`src/rtl/sevenseg_scan_driver_if.sv`:
```
// Bus bundle for the multiplexed seven-segment driver: value/strobe and
// display-mode controls in, segment/enable bus and status out.
interface sevenseg_scan_driver_if #(
    parameter int NUM_DIGITS = 4,
    parameter int BIN_W      = 14
);
    logic [BIN_W-1:0]      value;
    logic                  load;
    logic                  blank_lz;
    logic                  blank_all;
    logic                  blink_en;
    logic [6:0]            seg;
    logic [NUM_DIGITS-1:0] an;
    logic                  busy;
    logic                  ovf;

    // Controller side: supplies the number and display modes.
    modport master (
        output value, load, blank_lz, blank_all, blink_en,
        input  seg, an, busy, ovf
    );

    // Driver side.
    modport slave (
        input  value, load, blank_lz, blank_all, blink_en,
        output seg, an, busy, ovf
    );
endinterface

```
`src/rtl/sevenseg_scan_driver.sv`:
```
// Multiplexed seven-segment driver: sequential binary-to-BCD conversion
// (shift-add-3), one-hot digit scanning, leading-zero suppression, overflow
// dash and blink. seg/an are registered so glyph and enable switch together.
module sevenseg_scan_driver #(
    parameter int NUM_DIGITS     = 4,
    parameter int BIN_W          = 14,
    parameter int SCAN_DIV       = 50000,
    parameter int BLINK_DIV      = 25,
    parameter bit ACTIVE_LOW_SEG = 1'b1,
    parameter bit ACTIVE_LOW_AN  = 1'b1
) (
    input logic               clk,
    input logic               rst,
    sevenseg_scan_driver_if.slave bus
);
    // Enough nibbles for any BIN_W-bit value (log10(2) < 1/3), never fewer
    // than the displayed digits, so the add-3 step can never wrap.
    localparam int BCD_N = (NUM_DIGITS > BIN_W / 3 + 1) ? NUM_DIGITS : BIN_W / 3 + 1;
    localparam int SW    = BCD_N * 4 + BIN_W;
    localparam int CNT_W = $clog2(BIN_W + 1);
    localparam int PW    = $clog2(SCAN_DIV);
    localparam int IW    = (NUM_DIGITS > 1) ? $clog2(NUM_DIGITS) : 1;
    localparam int FW    = (BLINK_DIV > 1) ? $clog2(BLINK_DIV) : 1;

    localparam logic [1:0] ST_IDLE   = 2'd0;
    localparam logic [1:0] ST_SHIFT  = 2'd1;
    localparam logic [1:0] ST_COMMIT = 2'd2;

    localparam logic [6:0]            SEG_OFF = ACTIVE_LOW_SEG ? 7'h7F : 7'h00;
    localparam logic [NUM_DIGITS-1:0] AN_OFF  = ACTIVE_LOW_AN ? '1 : '0;

    function automatic logic [63:0] pow10(input int k);
        logic [63:0] r;
        r = 64'd1;
        for (int i = 0; i < k; i++) r = r * 64'd10;
        return r;
    endfunction

    localparam logic [63:0] OVF_LIMIT = pow10(NUM_DIGITS);

    // Active-high glyphs, bit 0 = segment a; anything above 9 stays dark.
    function automatic logic [6:0] glyph(input logic [3:0] d);
        case (d)
            4'd0:    glyph = 7'h3F;
            4'd1:    glyph = 7'h06;
            4'd2:    glyph = 7'h5B;
            4'd3:    glyph = 7'h4F;
            4'd4:    glyph = 7'h66;
            4'd5:    glyph = 7'h6D;
            4'd6:    glyph = 7'h7D;
            4'd7:    glyph = 7'h07;
            4'd8:    glyph = 7'h7F;
            4'd9:    glyph = 7'h6F;
            default: glyph = 7'h00;
        endcase
    endfunction

    logic [1:0]              state_q, state_d;
    logic [BIN_W-1:0]        bin_q, bin_d;
    logic [BCD_N*4-1:0]      bcd_q, bcd_d, bcd_adj;
    logic [CNT_W-1:0]        cnt_q, cnt_d;
    logic                    pend_q, pend_d;
    logic                    busy_q, busy_d;
    logic                    ovf_q, ovf_d;
    logic [NUM_DIGITS*4-1:0] disp_q, disp_d;
    logic [SW-1:0]           shifted;
    logic                    ovf_now;

    logic [PW-1:0]           presc_q, presc_d;
    logic [IW-1:0]           idx_q, idx_d;
    logic [FW-1:0]           frame_q, frame_d;
    logic                    phase_q, phase_d;
    logic                    presc_wrap, idx_wrap, frame_wrap;

    logic [6:0]              seg_q, seg_d, seg_raw;
    logic [NUM_DIGITS-1:0]   an_q, an_d, an_raw;
    logic [3:0]              nib [NUM_DIGITS];
    logic [NUM_DIGITS-1:0]   upper_zero;

    assign ovf_now = (64'(bus.value) >= OVF_LIMIT);

    genvar gi;
    generate
        for (gi = 0; gi < BCD_N; gi++) begin : g_add3
            assign bcd_adj[gi*4 +: 4] = (bcd_q[gi*4 +: 4] >= 4'd5) ?
                                        bcd_q[gi*4 +: 4] + 4'd3 : bcd_q[gi*4 +: 4];
        end
        for (gi = 0; gi < NUM_DIGITS; gi++) begin : g_nib
            assign nib[gi] = disp_q[gi*4 +: 4];
        end
    endgenerate

    assign shifted = {bcd_adj, bin_q} << 1;

    // Conversion FSM; a load strobe restarts from any state.
    always_comb begin
        state_d = state_q;
        bin_d   = bin_q;
        bcd_d   = bcd_q;
        cnt_d   = cnt_q;
        pend_d  = pend_q;
        busy_d  = busy_q;
        ovf_d   = ovf_q;
        disp_d  = disp_q;
        if (bus.load) begin
            bin_d   = bus.value;
            bcd_d   = '0;
            cnt_d   = CNT_W'(BIN_W);
            pend_d  = ovf_now;
            busy_d  = 1'b1;
            state_d = ST_SHIFT;
        end else begin
            case (state_q)
                ST_SHIFT: begin
                    bcd_d = shifted[SW-1:BIN_W];
                    bin_d = shifted[BIN_W-1:0];
                    cnt_d = cnt_q - CNT_W'(1);
                    if (cnt_q == CNT_W'(1)) state_d = ST_COMMIT;
                end
                ST_COMMIT: begin
                    disp_d  = bcd_q[NUM_DIGITS*4-1:0];
                    ovf_d   = pend_q;
                    busy_d  = 1'b0;
                    state_d = ST_IDLE;
                end
                default: state_d = ST_IDLE;
            endcase
        end
    end

    // Conversion state registers.
    always_ff @(posedge clk or posedge rst) begin
        if (rst) begin
            state_q <= ST_IDLE;
            bin_q   <= '0;
            bcd_q   <= '0;
            cnt_q   <= '0;
            pend_q  <= 1'b0;
            busy_q  <= 1'b0;
            ovf_q   <= 1'b0;
            disp_q  <= '0;
        end else begin
            state_q <= state_d;
            bin_q   <= bin_d;
            bcd_q   <= bcd_d;
            cnt_q   <= cnt_d;
            pend_q  <= pend_d;
            busy_q  <= busy_d;
            ovf_q   <= ovf_d;
            disp_q  <= disp_d;
        end
    end

    // Scan timing: prescaler -> digit index -> frame counter -> blink phase.
    always_comb begin
        presc_wrap = (presc_q == PW'(SCAN_DIV - 1));
        idx_wrap   = (idx_q == IW'(NUM_DIGITS - 1));
        frame_wrap = (frame_q == FW'(BLINK_DIV - 1));
        presc_d    = presc_wrap ? '0 : presc_q + PW'(1);
        idx_d      = idx_q;
        frame_d    = frame_q;
        phase_d    = phase_q;
        if (presc_wrap) begin
            idx_d = idx_wrap ? '0 : idx_q + IW'(1);
            if (idx_wrap) begin
                frame_d = frame_wrap ? '0 : frame_q + FW'(1);
                if (frame_wrap) phase_d = ~phase_q;
            end
        end
    end

    // Scan counter registers.
    always_ff @(posedge clk or posedge rst) begin
        if (rst) begin
            presc_q <= '0;
            idx_q   <= '0;
            frame_q <= '0;
            phase_q <= 1'b0;
        end else begin
            presc_q <= presc_d;
            idx_q   <= idx_d;
            frame_q <= frame_d;
            phase_q <= phase_d;
        end
    end

    // upper_zero[i]: display nibbles i..top are all zero (leading-zero run).
    always_comb begin
        upper_zero = '0;
        upper_zero[NUM_DIGITS-1] = (nib[NUM_DIGITS-1] == 4'd0);
        for (int i = NUM_DIGITS - 2; i >= 0; i--)
            upper_zero[i] = (nib[i] == 4'd0) && upper_zero[i+1];
    end

    // Glyph selection in priority order, polarity applied last.
    always_comb begin
        seg_raw = 7'h00;
        an_raw  = '0;
        if (!(bus.blank_all || (bus.blink_en && phase_q))) begin
            an_raw = NUM_DIGITS'(1) << idx_q;
            if (ovf_q)
                seg_raw = 7'b1000000;
            else if (bus.blank_lz && (idx_q != '0) && upper_zero[idx_q])
                seg_raw = 7'h00;
            else
                seg_raw = glyph(nib[idx_q]);
        end
        seg_d = ACTIVE_LOW_SEG ? ~seg_raw : seg_raw;
        an_d  = ACTIVE_LOW_AN ? ~an_raw : an_raw;
    end

    // Output registers: segment bus and enables switch on the same edge.
    always_ff @(posedge clk or posedge rst) begin
        if (rst) begin
            seg_q <= SEG_OFF;
            an_q  <= AN_OFF;
        end else begin
            seg_q <= seg_d;
            an_q  <= an_d;
        end
    end

    assign bus.seg  = seg_q;
    assign bus.an   = an_q;
    assign bus.busy = busy_q;
    assign bus.ovf  = ovf_q;
endmodule

```
`src/flat_wrapper.sv`:
```
// flat-port wrapper written by rule: the top's interface ports become plain ports
module sevenseg_scan_driver_flat 
#(
    parameter int NUM_DIGITS     = 4,
    parameter int BIN_W          = 14,
    parameter int SCAN_DIV       = 50000,
    parameter int BLINK_DIV      = 25,
    parameter bit ACTIVE_LOW_SEG = 1'b1,
    parameter bit ACTIVE_LOW_AN  = 1'b1
)
  (clk, rst, bus_value, bus_load, bus_blank_lz, bus_blank_all, bus_blink_en, bus_seg, bus_an, bus_busy, bus_ovf);
  sevenseg_scan_driver_if #(.NUM_DIGITS(NUM_DIGITS), .BIN_W(BIN_W)) bus_i ();
  input logic clk;
  input logic rst;
  input wire logic [$bits(bus_i.value)-1:0] bus_value;
  input wire logic [$bits(bus_i.load)-1:0] bus_load;
  input wire logic [$bits(bus_i.blank_lz)-1:0] bus_blank_lz;
  input wire logic [$bits(bus_i.blank_all)-1:0] bus_blank_all;
  input wire logic [$bits(bus_i.blink_en)-1:0] bus_blink_en;
  output wire logic [$bits(bus_i.seg)-1:0] bus_seg;
  output wire logic [$bits(bus_i.an)-1:0] bus_an;
  output wire logic [$bits(bus_i.busy)-1:0] bus_busy;
  output wire logic [$bits(bus_i.ovf)-1:0] bus_ovf;
  assign bus_i.value = bus_value;
  assign bus_i.load = bus_load;
  assign bus_i.blank_lz = bus_blank_lz;
  assign bus_i.blank_all = bus_blank_all;
  assign bus_i.blink_en = bus_blink_en;
  assign bus_seg = bus_i.seg;
  assign bus_an = bus_i.an;
  assign bus_busy = bus_i.busy;
  assign bus_ovf = bus_i.ovf;
  sevenseg_scan_driver #(.NUM_DIGITS(NUM_DIGITS), .BIN_W(BIN_W), .SCAN_DIV(SCAN_DIV), .BLINK_DIV(BLINK_DIV), .ACTIVE_LOW_SEG(ACTIVE_LOW_SEG), .ACTIVE_LOW_AN(ACTIVE_LOW_AN)) u_core (.clk(clk), .rst(rst), .bus(bus_i));
endmodule
```
`config.mk`:
```
export PLATFORM = sky130hd
export DESIGN_NAME = sevenseg_scan_driver_flat
export DESIGN_NICKNAME = d
export VERILOG_FILES = /design/src/rtl/sevenseg_scan_driver_if.sv /design/src/rtl/sevenseg_scan_driver.sv /design/src/flat_wrapper.sv
export SDC_FILE = /design/constraint.sdc
export NUM_CORES = 1
export LEC_CHECK = 0
export BUFFER_PORTS_ARGS = -buffer_cell sky130_fd_sc_hd__clkbuf_2
export CORE_ASPECT_RATIO = 0.6
export CORE_MARGIN = 2
export CORE_UTILIZATION = 55
export DETAILED_ROUTE_END_ITERATION = 8
export HOLD_SLACK_MARGIN = 0.08
export MAX_ROUTING_LAYER = met4
export PLACE_DENSITY = 0.74
export SLEW_MARGIN = 40
export SYNTH_ARGS = -nofsm -noshare
export SYNTH_HDL_FRONTEND = slang
export SYNTH_SLANG_ARGS = --single-unit
export TNS_END_PERCENT = 30
```
`constraint.sdc`:
```
create_clock -name clk -period 4.6 [get_ports clk]
set_clock_uncertainty 0.1 [all_clocks]
set_input_delay 0.46 -clock clk [delete_from_list [all_inputs] [get_ports clk]]
set_output_delay 0.46 -clock clk [all_outputs]
set_load 0.01 [all_outputs]
```
==> summary.txt, run 1 <==
Routing
  – Number of remaining DRC errors: 0
  – Via count: around 3100
  – Via/cell ratio: 5.43
  – Total wire length after detailed routing: roughly 8000 um
  – Detail Route Antenna Nets: 0
  – DRT Pass-1 Iters: 4
  – Wirelength per Cell: roughly 14 um
  – Initial DRC Count: 193

Setup path
  – Worst setup path category: reg -> reg
  – Maximum fanout along the worst path: 12
  – WP data arrival: 2720 ps
  – CP Capture Type: flop
  – CP peak stage delay: 570 ps
  – Flop-to-flop setup slack: roughly 2100 ps
  – Delay-heaviest family, CP: simple AND/OR/NAND/NOR gates
  – CP startpoint kind: flop
  – Critical-path cell list: or4b_4 -> nor4_4 -> buf_4 -> nand2_2 -> or4b_1 -> nand3_1
  – Worst path slowest cell: or4b_4
  – Bufs and invs on worst path: 1
  – CP required: 4780 ps

Timing
  – Final Hold Fails: 0
  – Final period util: 0.552
  – Hold WS: 224 ps
  – RSZ-0062 raised after global routing: no
  – Worst-Margin Slew: 702 ps
  – Max Freq: between 0.3 and 0.4 GHz
  – Slew Viols, Final: 0
  – Final setup vio count: 0
  – Fin crit period: between 2000 and 3000 ps
  – Slew headroom: 0.531
  – Setup TNS: 0 ps

Synth
  – Adder-Cell Fraction of Synth Area: 0.0615
  – Ys Warns: 0
  – Synth area leader: dfrtp_1
  – Flops & latches, synth: 90
  – Cells after Synth: roughly 430
  – Synth Area in XOR/XNOR: 0.0391
  – Post-synthesis compound-gate area fraction: 0.0941
  – Mux share of post-synthesis cell area: 0.115
  – Largest family of logic cells by synthesized area: simple AND/OR/NAND/NOR gates
  – Dominant synthesized flop cell: dfrtp_1
  – Commonest cells post-synth: dfrtp_1, nand2_1, o21ai_0
  – Most common cell in the netlist: dfrtp_1
  – Ranking of synthesized cells by area: dfrtp_1, dfstp_2, ha_1, mux2_2, mux2i_1
  – Syn avg cell area: around 10 um^2
  – Async S/R FF share, synth: 1.00
  – Register area share after synthesis: 0.506
  – EDFF count, synth: 0
  – Synth Area in Simple Gates: 0.152
  – Post-synth top area share: 0.441
  – Net count after synthesis: between 400 and 500
  – Synthesized area: 4480 um^2
  – Yosys cell types: 45

Clocking
  – # clock sinks: 90
  – Clk Latency, worst-skew pair: 340 ps
  – Num CTS Buffers: 9
  – Worst-path clk slew: 60 ps
  – Clock root buffer: clkbuf_16
  – CTS resizes: 0
  – Hold_buf cts: 1
  – CTS tree: yes
  – Post-CTS setup buffers: 0
  – CTS max path bufs: 2
  – H-tree Lvls: 3

Cells and area
  – Layout area overhead: 13.7%
  – Proportion of layout cells with a drive suffix above 1: 0.206
  – Filler cells: 650
  – Nets: 499
  – # diodes: 0

Global routing
  – Largest net degree at the start of global routing: approximately 60
  – Remaining Overflow, GRT: 0
  – Initial antenna violation count: 0
  – Vias in the first global route: approximately 2900
  – Gr usage total: 0.212
  – First-pass GRT wire length: 14200 um

Die
  – Die area: between 8000 and 9000 um^2
  – IO Count: 33
  – Core Footprint: 7880 um^2
  – Die Span Y: about 74 um
  – Starting density of the core: 0.568
  – Die W: 121 um
  – Core Rows: 25

Pwr
  – Maximum vdd drop: between 150 and 200 uV
  – Logic pwr share: 0.059
  – Sw Ratio: 0.218
  – Clock power frac: 0.457
  – Psw: ~0.00038 W
  – Pwr/cell area: 342 nW/um^2
  – Sequential group share of total power: 0.484
  – Lkg Pwr: approximately 2.3 nW
  – Internal Power: 0.00136 W

Place
  – PortBufs: 32
  – Detailed Place HPWL: 5610 um
  – Routability cong.: 0.811

Run status
  – Run status: finished clean

Job
  – MaxCap Viol Count: 0

Worst hold path
  – Hold WC Path Type: in -> reg
-- flip-flops by register name (all words and copies together), names as in the netlist --
| register | count |
|---|---|
| u_core.bcd_q | 16 |
| u_core.disp_q | 16 |
| u_core.presc_q | 16 |
| u_core.bin_q | 14 |
| u_core.bus.seg | 7 |
| u_core.frame_q | 5 |
| u_core.bus.an | 4 |
| u_core.cnt_q | 4 |
| u_core.idx_q | 2 |
| u_core.state_q | 2 |
| u_core.bus.busy | 1 |
| u_core.bus.ovf | 1 |
| u_core.pend_q | 1 |
| u_core.phase_q | 1 |
-- placed cells by master, fill, tap and decap left out, types with 8 or more instances in the layout --
| cell type | netlist | routed |
|---|---|---|
| o21ai_0 | 34 | 34 |
| a21oi_1 | 23 | 23 |
| nand3_1 | 17 | 17 |
| inv_1 | 20 | 19 |
| nor2_1 | 26 | 26 |
| clkbuf_2 | 0 | 31 |
| ha_1 | 22 | 22 |
| xnor2_1 | 12 | 12 |
| dfstp_2 | 11 | 11 |
| nand2_1 | 53 | 53 |
| dfrtp_1 | 79 | 79 |
| clkbuf_16 | 0 | 9 |
| mux2_2 | 20 | 20 |
| xor2_1 | 8 | 8 |
| mux2i_1 | 20 | 20 |
-- through the flow --
step | setup slack [ps] | cells | cell area (um^2) | total power (W) | util
2_1_floorplan | 1720 | 427 | 4480 | 0.000925 | -
3_3_place_gp | 1900 | 552 | 4740 | 0.000957 | 0.601
3_5_place_dp | 1820 | 552 | 4750 | 0.000961 | 0.602
4_1_cts | 1810 | 569 | 5080 | 0.00176 | 0.645
5_1_grt | 1930 | 570 | 5090 | 0.00182 | 0.646
6_report | 2060 | 570 | 5090 | 0.00174 | 0.646
-- power groups by stage --
stage          clock (W)  sequential [W]  combinational [W]
2_1_floorplan          0        0.000854          0.0000717
3_5_place_dp           0        0.000856           0.000105
4_1_cts         0.000815        0.000842           0.000106
5_1_grt         0.000854        0.000846           0.000122
3_3_place_gp           0        0.000856           0.000101
6_report        0.000795        0.000842           0.000103
-- layout make-up --
| cell class | instances | area, um^2 | share of cell area |
|---|---|---|---|
| sequential | 90 | 2270 | 0.445 |
| multi-input combinational | 299 | 2080 | 0.408 |
| clock buffer | 11 | 243 | 0.0477 |
| timing repair buffer | 37 | 203 | 0.0398 |
| tap | 108 | 135 | 0.0265 |
| clock inverter | 5 | 85.1 | 0.0167 |
| inverter | 20 | 80.1 | 0.0157 |
-- per-layer routing --
metal | share of wire | vias up | track usage
met4 | 0.011 | 0 | 0.0736
met2 | 0.43 | 47 | 0.293
met3 | 0.038 | 10 | 0.0629
met1 | 0.52 | 1491 | 0.299
met5 | 0 | - | -
li1 | - | 1549 | -
-- worst register-to-register path: stages (launching register included) --
cell	delay [ps]
dfrtp_1	420
or4b_4	570
nor4_4	380
buf_4	250
nand2_2	120
or4b_1	540
nand3_1	100
-- final timing paths --
kind / start / end / cells after the start
worst max register to register: u_core.presc_q[11] / u_core.frame_q[3] / 6
worst min register to register: u_core.phase_q / u_core.phase_q / 1
worst max-delay path: u_core.presc_q[11] / u_core.frame_q[3] / 6
worst min-delay path: bus_value[3] / u_core.bin_q[3] / 3
min in group asynchronous: rst / u_core.bcd_q[13] / 3
max in group asynchronous: rst / u_core.bus.an[3] / 4
-- cell families after synthesis --
logic type               after synthesis
AND/OR/NAND/NOR                      138
flip-flops                            90
AO/OA/AOI/OAI                         75
multiplexers                          44
buffers and inverters                 38
adder cells (fa/ha/maj)               22
XOR/XNOR                              20
Power figures use the tool's default switching activity.
==> run 2, diff against run 1 <==
Clock period 4.6 ns to 2.4 ns, I/O delays scaled along.
==> summary.txt, run 2 (synthesized netlist as in run 1, its figures left out) <==
Run status
  – Run status: finished clean (unchanged)

Pwr
  – Psw: 0.000711 W (was 0.000380 W)
  – Clock power frac: 0.434 (was 0.457)
  – Lkg Pwr: 2.44 nW (was 2.35 nW)
  – Logic pwr share: 0.070 (was 0.059)
  – Sequential group share of total power: 0.496 (was 0.484)
  – Internal Power: 0.00255 W (was 0.00136 W)
  – Pwr/cell area: 618 nW/um^2 (was 342 nW/um^2)
  – Sw Ratio: 0.218 (about the same)
  – Maximum vdd drop: 378 uV (was 175 uV)

Die
  – Die W: 121 um (unchanged)
  – Die Span Y: 73.9 um (unchanged)
  – Die area: 8910 um^2 (unchanged)
  – Starting density of the core: 0.568 (unchanged)
  – Core Footprint: 7880 um^2 (unchanged)
  – Core Rows: 25 (unchanged)
  – IO Count: 33 (unchanged)

Cells and area
  – Final Non-Filler Cells: 590 (was 570)
  – Most common cell after layout, fill and taps aside: dfrtp_1 (unchanged)
  – Most used cells in the layout excluding fill and tap cells: dfrtp_1, nand2_1, o21ai_0, clkbuf_2, nor2_1 (unchanged)
  – Layout area overhead: 17.6% (was 13.7%)
  – Final core utilization: 0.668 (was 0.646)
  – Proportion of layout cells with a drive suffix above 1: 0.201 (was 0.206)
  – # diodes: 0 (unchanged)
  – Nets: 519 (was 499)
  – Largest regs: u_core.bcd_q: 16 flops, u_core.disp_q: 16 flops, u_core.presc_q: 16 flops (unchanged)

Global routing
  – Gr usage total: 0.225 (was 0.212)
  – Vias in the first global route: 3053 (was 2926)
  – Initial antenna violation count: 0 (unchanged)
  – Grt met3 use: 0.0784 (was 0.0629)
  – GR peak layer: met1 (unchanged)
  – Met1 Use GR: 0.312 (was 0.299)
  – Largest net degree at the start of global routing: 53 (was 59)
  – Grt met2 use: 0.308 (was 0.293)
  – Remaining Overflow, GRT: 0 (unchanged)
  – First-pass GRT wire length: 14800 um (was 14200 um)

Timing
  – Worst-Margin Slew: 682 ps (was 702 ps)
  – Slew headroom: 0.545 (was 0.531)
  – Setup TNS: 0 ps (unchanged)
  – Final Hold Fails: 0 (unchanged)
  – Slew Viols, Final: 0 (unchanged)
  – Final period util: 0.922 (was 0.552)
  – Fin crit period: 2210 ps (was 2540 ps)
  – Fin worst setup slack: 188 ps (was 2060 ps)
  – RSZ-0062 raised after global routing: no (unchanged)
  – Final setup vio count: 0 (unchanged)
  – Max Freq: 0.452 GHz (was 0.394 GHz)
  – Hold WS: 162 ps (was 224 ps)

Place
  – Detailed Place HPWL: 5780 um (was 5610 um)
  – Routability cong.: 0.806 (was 0.811)
  – PortBufs: 32 (unchanged)
  – Pre-CTS WS: 191 ps (was 1820 ps)
  – DP Cell Count: 558 (was 552)

Clocking
  – Clk Latency, worst-skew pair: 340 ps (about the same)
  – Worst-path clk slew: 60 ps (about the same)
  – Post-CTS setup buffers: 0 (unchanged)
  – CTS max path bufs: 2 (unchanged)
  – Num CTS Buffers: 9 (unchanged)
  – H-tree Lvls: 3 (unchanged)
  – Clock root buffer: clkbuf_16 (unchanged)
  – CTS resizes: 0 (unchanged)
  – CTS tree: yes (unchanged)
  – # clock sinks: 90 (unchanged)

Routing
  – Via/cell ratio: 5.41 (was 5.43)
  – Initial DRC Count: 334 (was 193)
  – Number of remaining DRC errors: 0 (unchanged)
  – Total wire length after detailed routing: 8640 um (was 8020 um)
  – DRT Pass-1 Iters: 4 (unchanged)
  – Detail Route Antenna Nets: 0 (unchanged)
  – Wirelength per Cell: 14.6 um (was 14.1 um)
  – Via count: 3190 (was 3097)

Setup path
  – Maximum fanout along the worst path: 7 (was 12)
  – Worst setup path category: reg -> reg (unchanged)
  – CP startpoint kind: flop (unchanged)
  – WP data arrival: 2390 ps (was 2720 ps)
  – CP required: 2570 ps (was 4780 ps)
  – CP Capture Type: flop (unchanged)

Worst hold path
  – Hold WC Path Type: in -> reg (unchanged)

Job
  – MaxCap Viol Count: 0 (unchanged)
run 2: changes by cell type in the layout (fill, tap and decap cells not counted), sizes merged:
| cell | delta |
|---|---|
| dlygate4sd3 | +15 |
| buf | +5 |
| clkbuf | +3 |
| inv | -2 |
| bufinv | -1 |
run 2: metrics by stage:
stage,cell area (um^2),total power [W]
after CTS,5270,0.00330
after global placement,4810,0.00184
after global routing,5270,0.00340
after floorplan,4480,0.00177
final,5270,0.00326
after detailed placement,4810,0.00185
run 2: final timing paths:
kind / from / end / slack (ps) / cells past startpoint
worst min register to register: u_core.phase_q / u_core.phase_q / 370 / 1
worst max-delay path: u_core.presc_q[11] / u_core.frame_q[3] / 190 / 5
min in group asynchronous: rst / u_core.frame_q[2] / 330 / 3
max in group asynchronous: rst / u_core.bus.an[0] / 1260 / 4
worst min-delay path: bus_blink_en / u_core.bus.an[1] / 160 / 3
worst max register to register: u_core.presc_q[11] / u_core.frame_q[3] / 190 / 5
run 2: final cells by class:
class                      instances  area [um^2]
sequential                        90         2270
multi-input combinational        299         2080
timing repair buffer              57          413
clock buffer                      14          264
inverter                          20         78.8
clock inverter                     2         35.0
fill                             624         2610
tap                              108          135
run 2: worst max-delay path, stage by stage, from the launching register on:
cell and delay, ps:
dfrtp_1 430, or4b_4 560, nor4_4 320, nand2_2 140, or4b_1 510, nand3_1 90
run 2: metal layers:
metal / share of wire / vias to the layer above
met5: 0 / -
met4: 0.011 / 0
met1: 0.52 / 1547
met2: 0.43 / 58
met3: 0.040 / 11
li1: - / 1574
run 2: power groups by stage:
stage	clock [W]	sequential (W)	combinational (W)
finish	0.00141	0.00162	0.000228
global placement	0	0.00164	0.000201
detailed placement	0	0.00164	0.000208
global route	0.00152	0.00162	0.000261
floorplan	0	0.00164	0.000138
CTS	0.00145	0.00162	0.000229
run 2: timing repair:
item,in CTS,in global routing
endpoints found under the setup margin,0,0
hold buffers,16,0
endpoints found under the hold margin,31,0
